===== config.mk =====
export PLATFORM = sky130hd
export DESIGN_NAME = func_op_sequencer
export DESIGN_NICKNAME = d
export VERILOG_FILES = /design/src/rtl/func_op_sequencer.sv
export SDC_FILE = /design/constraint.sdc
export NUM_CORES = 1
export LEC_CHECK = 0
export CAP_MARGIN = 30
export CORE_MARGIN = 8
export CORE_UTILIZATION = 54
export DETAILED_ROUTE_END_ITERATION = 6
export PLACE_DENSITY = 0.84
export SETUP_SLACK_MARGIN = 0.1
export SLEW_MARGIN = 20
export SYNTH_ARGS = -nofsm -noshare
export SYNTH_HDL_FRONTEND = slang
export SYNTH_SLANG_ARGS = --single-unit
export TNS_END_PERCENT = 1

===== constraint.sdc =====
create_clock -name clk -period 3.8 [get_ports clk]
set_input_delay 0.57 -clock clk [delete_from_list [all_inputs] [get_ports clk]]
set_output_delay 0.57 -clock clk [all_outputs]
set_load 0.02 [all_outputs]

===== src/rtl/func_op_sequencer.sv =====
// Command sequencer for the register-file/ALU datapath: buffers 4-bit func codes and runs each through SETUP, EXEC and WB.
// Optional retired-command counter on op_count is built when FUNC_SEQ_PERF_CNT_EN is defined.
module func_op_sequencer #(
    parameter int FIFO_DEPTH  = 2,
    parameter int EXEC_CYCLES = 2,
    parameter int TIMEOUT     = 15
) (
    input  logic        clk,
    input  logic        rst_n,
    input  logic        cmd_valid,
    output logic        cmd_ready,
    input  logic [3:0]  cmd_func,
    input  logic        dp_ready,
    input  logic        err_clr,
    output logic        Muxsel2,
    output logic        WE1,
    output logic        WE2,
    output logic        done,
    output logic        busy,
    output logic        err,
    output logic [15:0] op_count
);

    localparam int AW = $clog2(FIFO_DEPTH);
    localparam int CW = AW + 1;
    localparam int EW = $clog2(EXEC_CYCLES + 1);
    localparam int TW = $clog2(TIMEOUT + 1);

    typedef enum logic [1:0] {S_IDLE, S_SETUP, S_EXEC, S_WB} state_t;

    state_t          state_q, state_d;
    logic [3:0]      mem_q [FIFO_DEPTH];
    logic [AW-1:0]   wr_ptr_q, rd_ptr_q;
    logic [CW-1:0]   count_q;
    logic [3:0]      cur_func_q, cur_func_d;
    logic [EW-1:0]   exec_cnt_q, exec_cnt_d;
    logic [TW-1:0]   to_cnt_q, to_cnt_d;
    logic            err_q, err_d;
    logic            we1_q, we2_q, done_q;
    logic            ready_en_q;
    logic            full, empty, push, pop, timeout_hit, wb_next;

    function automatic logic dec_mux(input logic [3:0] f);
        return f != 4'b0100;
    endfunction

    function automatic logic dec_we1(input logic [3:0] f);
        case (f)
            4'b0000, 4'b0011, 4'b0100, 4'b1000,
            4'b1001, 4'b1010, 4'b1011, 4'b1101: return 1'b1;
            default:                           return 1'b0;
        endcase
    endfunction

    function automatic logic dec_we2(input logic [3:0] f);
        return f == 4'b0110;
    endfunction

    // ready_en_q holds cmd_ready low until the first edge after reset release
    assign full      = count_q == CW'(FIFO_DEPTH);
    assign empty     = count_q == '0;
    assign cmd_ready = ready_en_q && !full;
    assign push      = cmd_valid && cmd_ready;
    assign wb_next   = state_d == S_WB;

    always_comb begin
        state_d     = state_q;
        cur_func_d  = cur_func_q;
        exec_cnt_d  = exec_cnt_q;
        to_cnt_d    = to_cnt_q;
        pop         = 1'b0;
        timeout_hit = 1'b0;
        case (state_q)
            S_IDLE: begin
                if (!empty) begin
                    pop        = 1'b1;
                    cur_func_d = mem_q[rd_ptr_q];
                    state_d    = S_SETUP;
                end
            end
            S_SETUP: begin
                exec_cnt_d = '0;
                to_cnt_d   = '0;
                state_d    = S_EXEC;
            end
            S_EXEC: begin
                // exec_cnt saturates at the minimum; only then is dp_ready honoured
                if (exec_cnt_q >= EW'(EXEC_CYCLES - 1)) begin
                    if (dp_ready) begin
                        state_d = S_WB;
                    end else begin
                        to_cnt_d = to_cnt_q + 1'b1;
                        if (to_cnt_q == TW'(TIMEOUT - 1)) begin
                            timeout_hit = 1'b1;
                            state_d     = S_IDLE;
                        end
                    end
                end else begin
                    exec_cnt_d = exec_cnt_q + 1'b1;
                end
            end
            S_WB: begin
                if (!empty) begin
                    pop        = 1'b1;
                    cur_func_d = mem_q[rd_ptr_q];
                    state_d    = S_SETUP;
                end else begin
                    state_d = S_IDLE;
                end
            end
            default: state_d = S_IDLE;
        endcase
    end

    always_comb begin
        err_d = err_q;
        if (timeout_hit) begin
            err_d = 1'b1;
        end else if (err_clr) begin
            err_d = 1'b0;
        end
    end

    always_ff @(posedge clk) begin
        if (push) begin
            mem_q[wr_ptr_q] <= cmd_func;
        end
    end

    always_ff @(posedge clk or negedge rst_n) begin
        if (!rst_n) begin
            state_q    <= S_IDLE;
            wr_ptr_q   <= '0;
            rd_ptr_q   <= '0;
            count_q    <= '0;
            cur_func_q <= '0;
            exec_cnt_q <= '0;
            to_cnt_q   <= '0;
            err_q      <= 1'b0;
            we1_q      <= 1'b0;
            we2_q      <= 1'b0;
            done_q     <= 1'b0;
            ready_en_q <= 1'b0;
        end else begin
            state_q    <= state_d;
            cur_func_q <= cur_func_d;
            exec_cnt_q <= exec_cnt_d;
            to_cnt_q   <= to_cnt_d;
            err_q      <= err_d;
            we1_q      <= wb_next && dec_we1(cur_func_q);
            we2_q      <= wb_next && dec_we2(cur_func_q);
            done_q     <= wb_next;
            ready_en_q <= 1'b1;
            if (push) begin
                wr_ptr_q <= wr_ptr_q + 1'b1;
            end
            if (pop) begin
                rd_ptr_q <= rd_ptr_q + 1'b1;
            end
            if (push && !pop) begin
                count_q <= count_q + 1'b1;
            end else if (pop && !push) begin
                count_q <= count_q - 1'b1;
            end
        end
    end

`ifdef FUNC_SEQ_PERF_CNT_EN
    logic [15:0] op_cnt_q;

    always_ff @(posedge clk or negedge rst_n) begin
        if (!rst_n) begin
            op_cnt_q <= '0;
        end else if (wb_next) begin
            op_cnt_q <= op_cnt_q + 16'd1;
        end
    end

    assign op_count = op_cnt_q;
`else
    assign op_count = 16'h0000;
`endif

    assign Muxsel2 = (state_q != S_IDLE) && dec_mux(cur_func_q);
    assign WE1     = we1_q;
    assign WE2     = we2_q;
    assign done    = done_q;
    assign err     = err_q;
    assign busy    = !empty || (state_q != S_IDLE);

endmodule


# Word level (Yosys, flattened, before mapping)

Memory sizes are Yosys's and may differ from the RTL's. A register that Yosys moved wholly into a read port is not among the register bits.
Index checks and enable logic that the tools add are counted.

Register bits after elaboration: 17
Memory bits (read-only): 16
Output and inout bits: 23
Word-level logic and storage cells: 78
Memories: 2
Bits in writable memories: 8

Memory list:

| name            | depth | width | read ports | clocked after Yosys merged registers in | wr ports | RTL line | source |
|---|---|---|---|---|---|---|---|
| (no name shown) | 16    | 1     | 1          | 0                                       | 0        | 48       | `case (f)` |
| mem_q           | 2     | 4     | 1          | 1                                       | 1        | 32       | `logic [3:0] mem_q [FIFO_DEPTH];` |

Eq/ne operators: 11
Muxes and demuxes: 23
Add/subtract/negate cells: 6
$lt $le $gt $ge: 1
Reductions and logical operators: 23
Bitwise logic cells: 1

Operator list:

| operator            | number |
|---|---|
| $mux 2              | 7 |
| $mux 1              | 11 |
| $eq 2x2->1 const B  | 4 |
| $mux 4              | 2 |
| $pmux 2 s4          | 1 |
| $pmux 4 s2          | 1 |
| $reduce_bool 2->1   | 4 |
| $logic_and 1x1->1   | 7 |
| $ne 2x2->1 const B  | 3 |
| $logic_not 1->1     | 5 |
| $add 2x1->2 const B | 2 |
| $add 4x1->4 const B | 1 |
| $eq 4x3->1 const B  | 1 |
| $eq 4x4->1 const B  | 1 |
| $logic_not 2->1     | 2 |
| $ne 4x3->1 const B  | 1 |
| $pmux 2 s2          | 1 |
| $reduce_and 2->1    | 2 |
| $reduce_and 3->1    | 1 |
| $add 1x1->1 const B | 2 |
| $eq 2x1->1 const B  | 1 |
| $ge 2x1->1 const B  | 1 |
| $reduce_or 2->1     | 1 |
| $sub 2x1->2 const B | 1 |
| 2 further kinds     | 2 |

# Depth between registers and ports, before layout

Word-level depth: 8
Gate-level depth with buffers: 9

# Worst setup path before layout

No wires, ideal clock.

Kind: reg-to-reg
Start point: register count_q[0]
End point: register count_q[1]
Data arrival time: 1829 ps
Period minus slack after synthesis: 1955 ps
Required time: 3674 ps
Path slack: 1845 ps
Stages on the path, launching flop included: 10
Setup time: 126 ps
Cell sequence: dfrtp_1 > buf_4 > inv_1 > a21boi_0 > nand2_1 > inv_1 > ha_1 > xor2_1 > nor2_1 > xor2_1

Word-level cells in the longest chain between the ends: 7

Ends and longest elaborated chain:

| element                     | RTL line | source |
|---|---|---|
| start: declaration          | 34       | `logic [CW-1:0] count_q;` |
| start signal: assignment    | 161      | `count_q <= count_q + 1'b1;` |
| start signal: assignment    | 163      | `count_q <= count_q - 1'b1;` |
| $eq 2x2->1 *                | 60       | `assign full = count_q == CW'(FIFO_DEPTH);` |
| $logic_not 1->1 *           | 62       | `assign cmd_ready = ready_en_q && !full;` |
| $logic_and 1x1->1 *         | 62       |  |
| named net cmd_ready         | 11       | `output logic cmd_ready,` |
| $logic_and 1x1->1 *         | 63       | `assign push = cmd_valid && cmd_ready;` |
| named net push              | 41       | `logic full, empty, push, pop, timeout_hit, wb_next;` |
| $logic_not 1->1             | 162      | `end else if (pop && !push) begin` |
| $logic_and 1x1->1           | 162      |  |
| $reduce_bool 2->1 (no line) | n/a      |  |

Mark *: on every way through the listed nets, which the timed path passes. The rest lies on a longest branch. The select of a mux whose other input is x is not followed.
A chain may end at the register's enable or synchronous reset.

# Worst setup path in the final report

Start point: register count_q[0]
End point: output port cmd_ready

Word-level cells in the longest chain between the ends: 3

Ends and longest elaborated chain:

| element           | RTL line |
|---|---|
| $eq 2x2->1        | 60 |
| $logic_not 1->1   | 62 |
| $logic_and 1x1->1 | 62 |
| end: declaration  | 11 |

No other way between the ends.

==> results.txt <==
- The run finished with clean final reports.
* Worst flop-to-flop path startpoint: state_q[0]
- Number of nets in the final layout: 186
* Yosys top cell by area: dfrtp_1
- Via count of the first global-routing pass: 1014
- Synthesized instance count: 145
* Die area: 4850 µm²
- The setup path with the least slack is of type flop to output port.
* Clk sink count: 29
- Final number of max-transition violations: 0
- Count of routing violations after the opening detailed-route iteration: 41
* Antenna diode count: 0
- Post-detailed-route DRC marker count: 0
- The share of the Yosys chip area taken by registers is 0.493.
- Aggregate global routing overflow: 0
- Antenna-violating nets left: 0
- In this run the clock root is driven by a clkbuf_4.
- For this run, the top clock speed supported by timing is 409 MHz.
- Skew final: 0.00791 ns
* Summed instance area of the synthesized netlist: 1550 µm²
* Slew at the pin with the worst max-slew slack: 0.520 ns
- Data required time of the critical path: 3.23 ns
- Among all flip-flop cells after synthesis, the most frequent one is dfrtp_1.
* Clock transition at path regs: 0.09 ns
- Max stage delay cell, worst path: clkdlybuf4s50_1
- Floorplan core area: 2760 µm²
- In the post-synthesis netlist, the biggest area contributors are dfrtp_1, edfxtp_1, ha_1.
- Ratio of cells with drive above 1 in the final layout: 0.0783
- Power spread over the standard cell area amounts to 738 nW/µm².
- Count of final setup violators: 0
* Static Leak: 0.795 nW
* Largest net degree at the start of global routing: 22
- Walking the worst path, the cells encountered are inv_1 -> a21boi_0 -> clkdlybuf4s50_1.
* Area post-placement: 1670 µm²
- CTS resizes: 0
- The area growth from synthesis to layout is 11.6%.
* Routability congestion estimate: 0.832
* Delay contributed by the slowest stage of the critical path: 0.68 ns
- Min-Delay Startpoint: wr_ptr_q
- Across the VDD grid, the largest voltage drop is 0.511 mV.
* Number of buffers inserted by post-CTS setup repair: 0
* Rel. slew slack: 0.650
- Floorplan die width: 69.6 µm
- The die is 69.6 µm tall.
- Number of enable-type register cells in the synthesized netlist: 8
- Worst-case clock buffer depth: 2
* Final sum of negative setup slack: 0 ns
- Data arrives at the worst endpoint at 1.87 ns.
- The first detailed-routing pass ran for 4 iterations.
- Global-route wire length before repair: 4600 µm
- Number of standard-cell rows in the floorplan: 19
* Number of unique standard cell types used by synthesis: 32
- By count the netlist is led by dfrtp_1, buf_4, inv_1, ha_1, nand2_1.
- After synthesis, the share of flip-flops with an asynchronous set or reset is 0.724.
- Worst hold-check path type: flop to flop
* H-tree depth: 2
* Detailed Route WL: 2820 µm
- After detailed routing, the number of vias per cell comes to 5.30.
- Antenna violations before repair: 0
* Reported max-cap violation count: 0
- Final Hold Viols: 0
- Total Routing Usage GR: 0.116
- Top-level I/O count: 32
- STA classifies the critical path startpoint as a flop.
- The Yosys step of the flow raised 0 warnings.
- The number of hold buffers added after CTS was 0.
- Once detailed placement completed, the half-perimeter wirelength came to 2120 µm.
- Subtracting the final worst setup slack from the clock period gives 2.44 ns.
* Cts bufs inserted: 5
- At the later pin of the worst-skew pair, clock insertion delay measures 0.33 ns.
- In this run, synthesis produced a sequential element count of 29.
- Dividing the detail-routed wire length by the instance count gives 14.3 µm.
- In this run the mean area of a mapped cell was 10.7 µm².
* TritonCTS clock tree: done
* Final design instance area without fill: 1730 µm²
- Setup repair after global routing missed its margin: no
* Number of vias in the routed layout: 1045
* Area share of the largest cell type after synthesis: 0.338
- Port buffer count: 15
- By instance count, the leading cell after synthesis is dfrtp_1.
* Largest fanout on the critical path: 6
* Startpoint of the most critical setup path: count_q[0]
- The initial utilization of the core area, before any placement, comes to 0.564.
* Endpoint type of the worst setup path: output port
* Share of the clock period used by the worst path after layout: 0.643
==> worst max-delay path, delay by kind of cell, from the launching register on <==
kind	cells	cell delay, ns
flip-flops	1	0.49
AO/OA/AOI/OAI	1	0.32
buffers and inverters	2	0.74
==> routing by layer <==
metal | vias up | share of wire | global-route usage
met5 | - | 0 | 0
met4 | 0 | 0.029 | 0.0603
met3 | 10 | 0.093 | 0.0658
met2 | 44 | 0.47 | 0.179
met1 | 492 | 0.41 | 0.125
li1 | 499 | - | -
==> final cells by class <==
cell class	instances	area (µm²)
Fill cell	213	1020
Sequential cell	29	766
Multi-Input combinational cell	99	661
Timing Repair Buffer	16	161
Inverter	14	52.6
Tap cell	31	38.8
Clock buffer	5	37.5
Clock inverter	3	17.5
==> logic make-up after synthesis <==
group           Yosys count  synth area share
flops                    29             0.493
other cells               2           0.00483
compound gates           26             0.110
simple gates             31            0.0982
xor+xnor                  6            0.0338
buf+inv                  32             0.118
mux                       7            0.0451
fa+ha+maj                12            0.0966
==> path summary, 6_finish.rpt <==
check / to / slack, ns / cells after the start
setup / recovery: cmd_ready / 1.36 / 3
hold / removal: wr_ptr_q / 0.50 / 1
setup reg to reg: count_q[1] / 1.89 / 8
hold reg to reg: wr_ptr_q / 0.50 / 1
max in group asynchronous: state_q[0] / 2.80 / 2
min in group asynchronous: to_cnt_q[0] / 0.54 / 1
==> state kept, by name (all words and copies together), names as in the netlist <==
| register | flops |
|---|---|
| wr_ptr_q | 1 |
| ready_en_q | 1 |
| exec_cnt_q | 2 |
| WE1 | 1 |
| cur_func_q | 4 |
| done | 1 |
| WE2 | 1 |
| mem_q | 8 |
| state_q | 2 |
| to_cnt_q | 4 |
| err | 1 |
| count_q | 2 |
| rd_ptr_q | 1 |
==> per-stage QoR <==
stage | hold slack (ns) | util | power [mW] | worst slack [ns] | cells
after detailed placement | 0.484 | 0.605 | 1.10 | 1.67 | 188
after global placement | 0.476 | 0.605 | 1.06 | 1.74 | 188
after global routing | 0.518 | 0.629 | 1.38 | 1.24 | 197
after CTS | 0.502 | 0.625 | 1.29 | 1.35 | 196
final | 0.500 | 0.629 | 1.28 | 1.36 | 197
after floorplan | 0.274 | - | 0.957 | 1.84 | 160
==> report_power, final <==
part           switching [mW]  internal, mW  total, mW
clock                   0.115        0.0696      0.185
combinational           0.350         0.248      0.599
sequential             0.0848         0.411      0.496
total                   0.551         0.729       1.28
==> cell usage in the layout, fill, tap and decap left out, types with 3 or more instances in the layout <==
master / netlist / final
clkbuf_4: 0 / 5
ha_1: 12 / 12
inv_1: 13 / 13
conb_1: 2 / 17
dfrtp_1: 21 / 21
nor2_1: 8 / 8
xor2_1: 3 / 3
edfxtp_1: 8 / 8
mux2i_1: 7 / 7
nor3_1: 3 / 3
nand4_1: 3 / 3
clkdlybuf4s50_1: 0 / 15
o21ai_0: 10 / 10
nand2_1: 11 / 11
a21oi_1: 4 / 4
xnor2_1: 3 / 3
No activity file was read; power rests on OpenSTA's default activity.
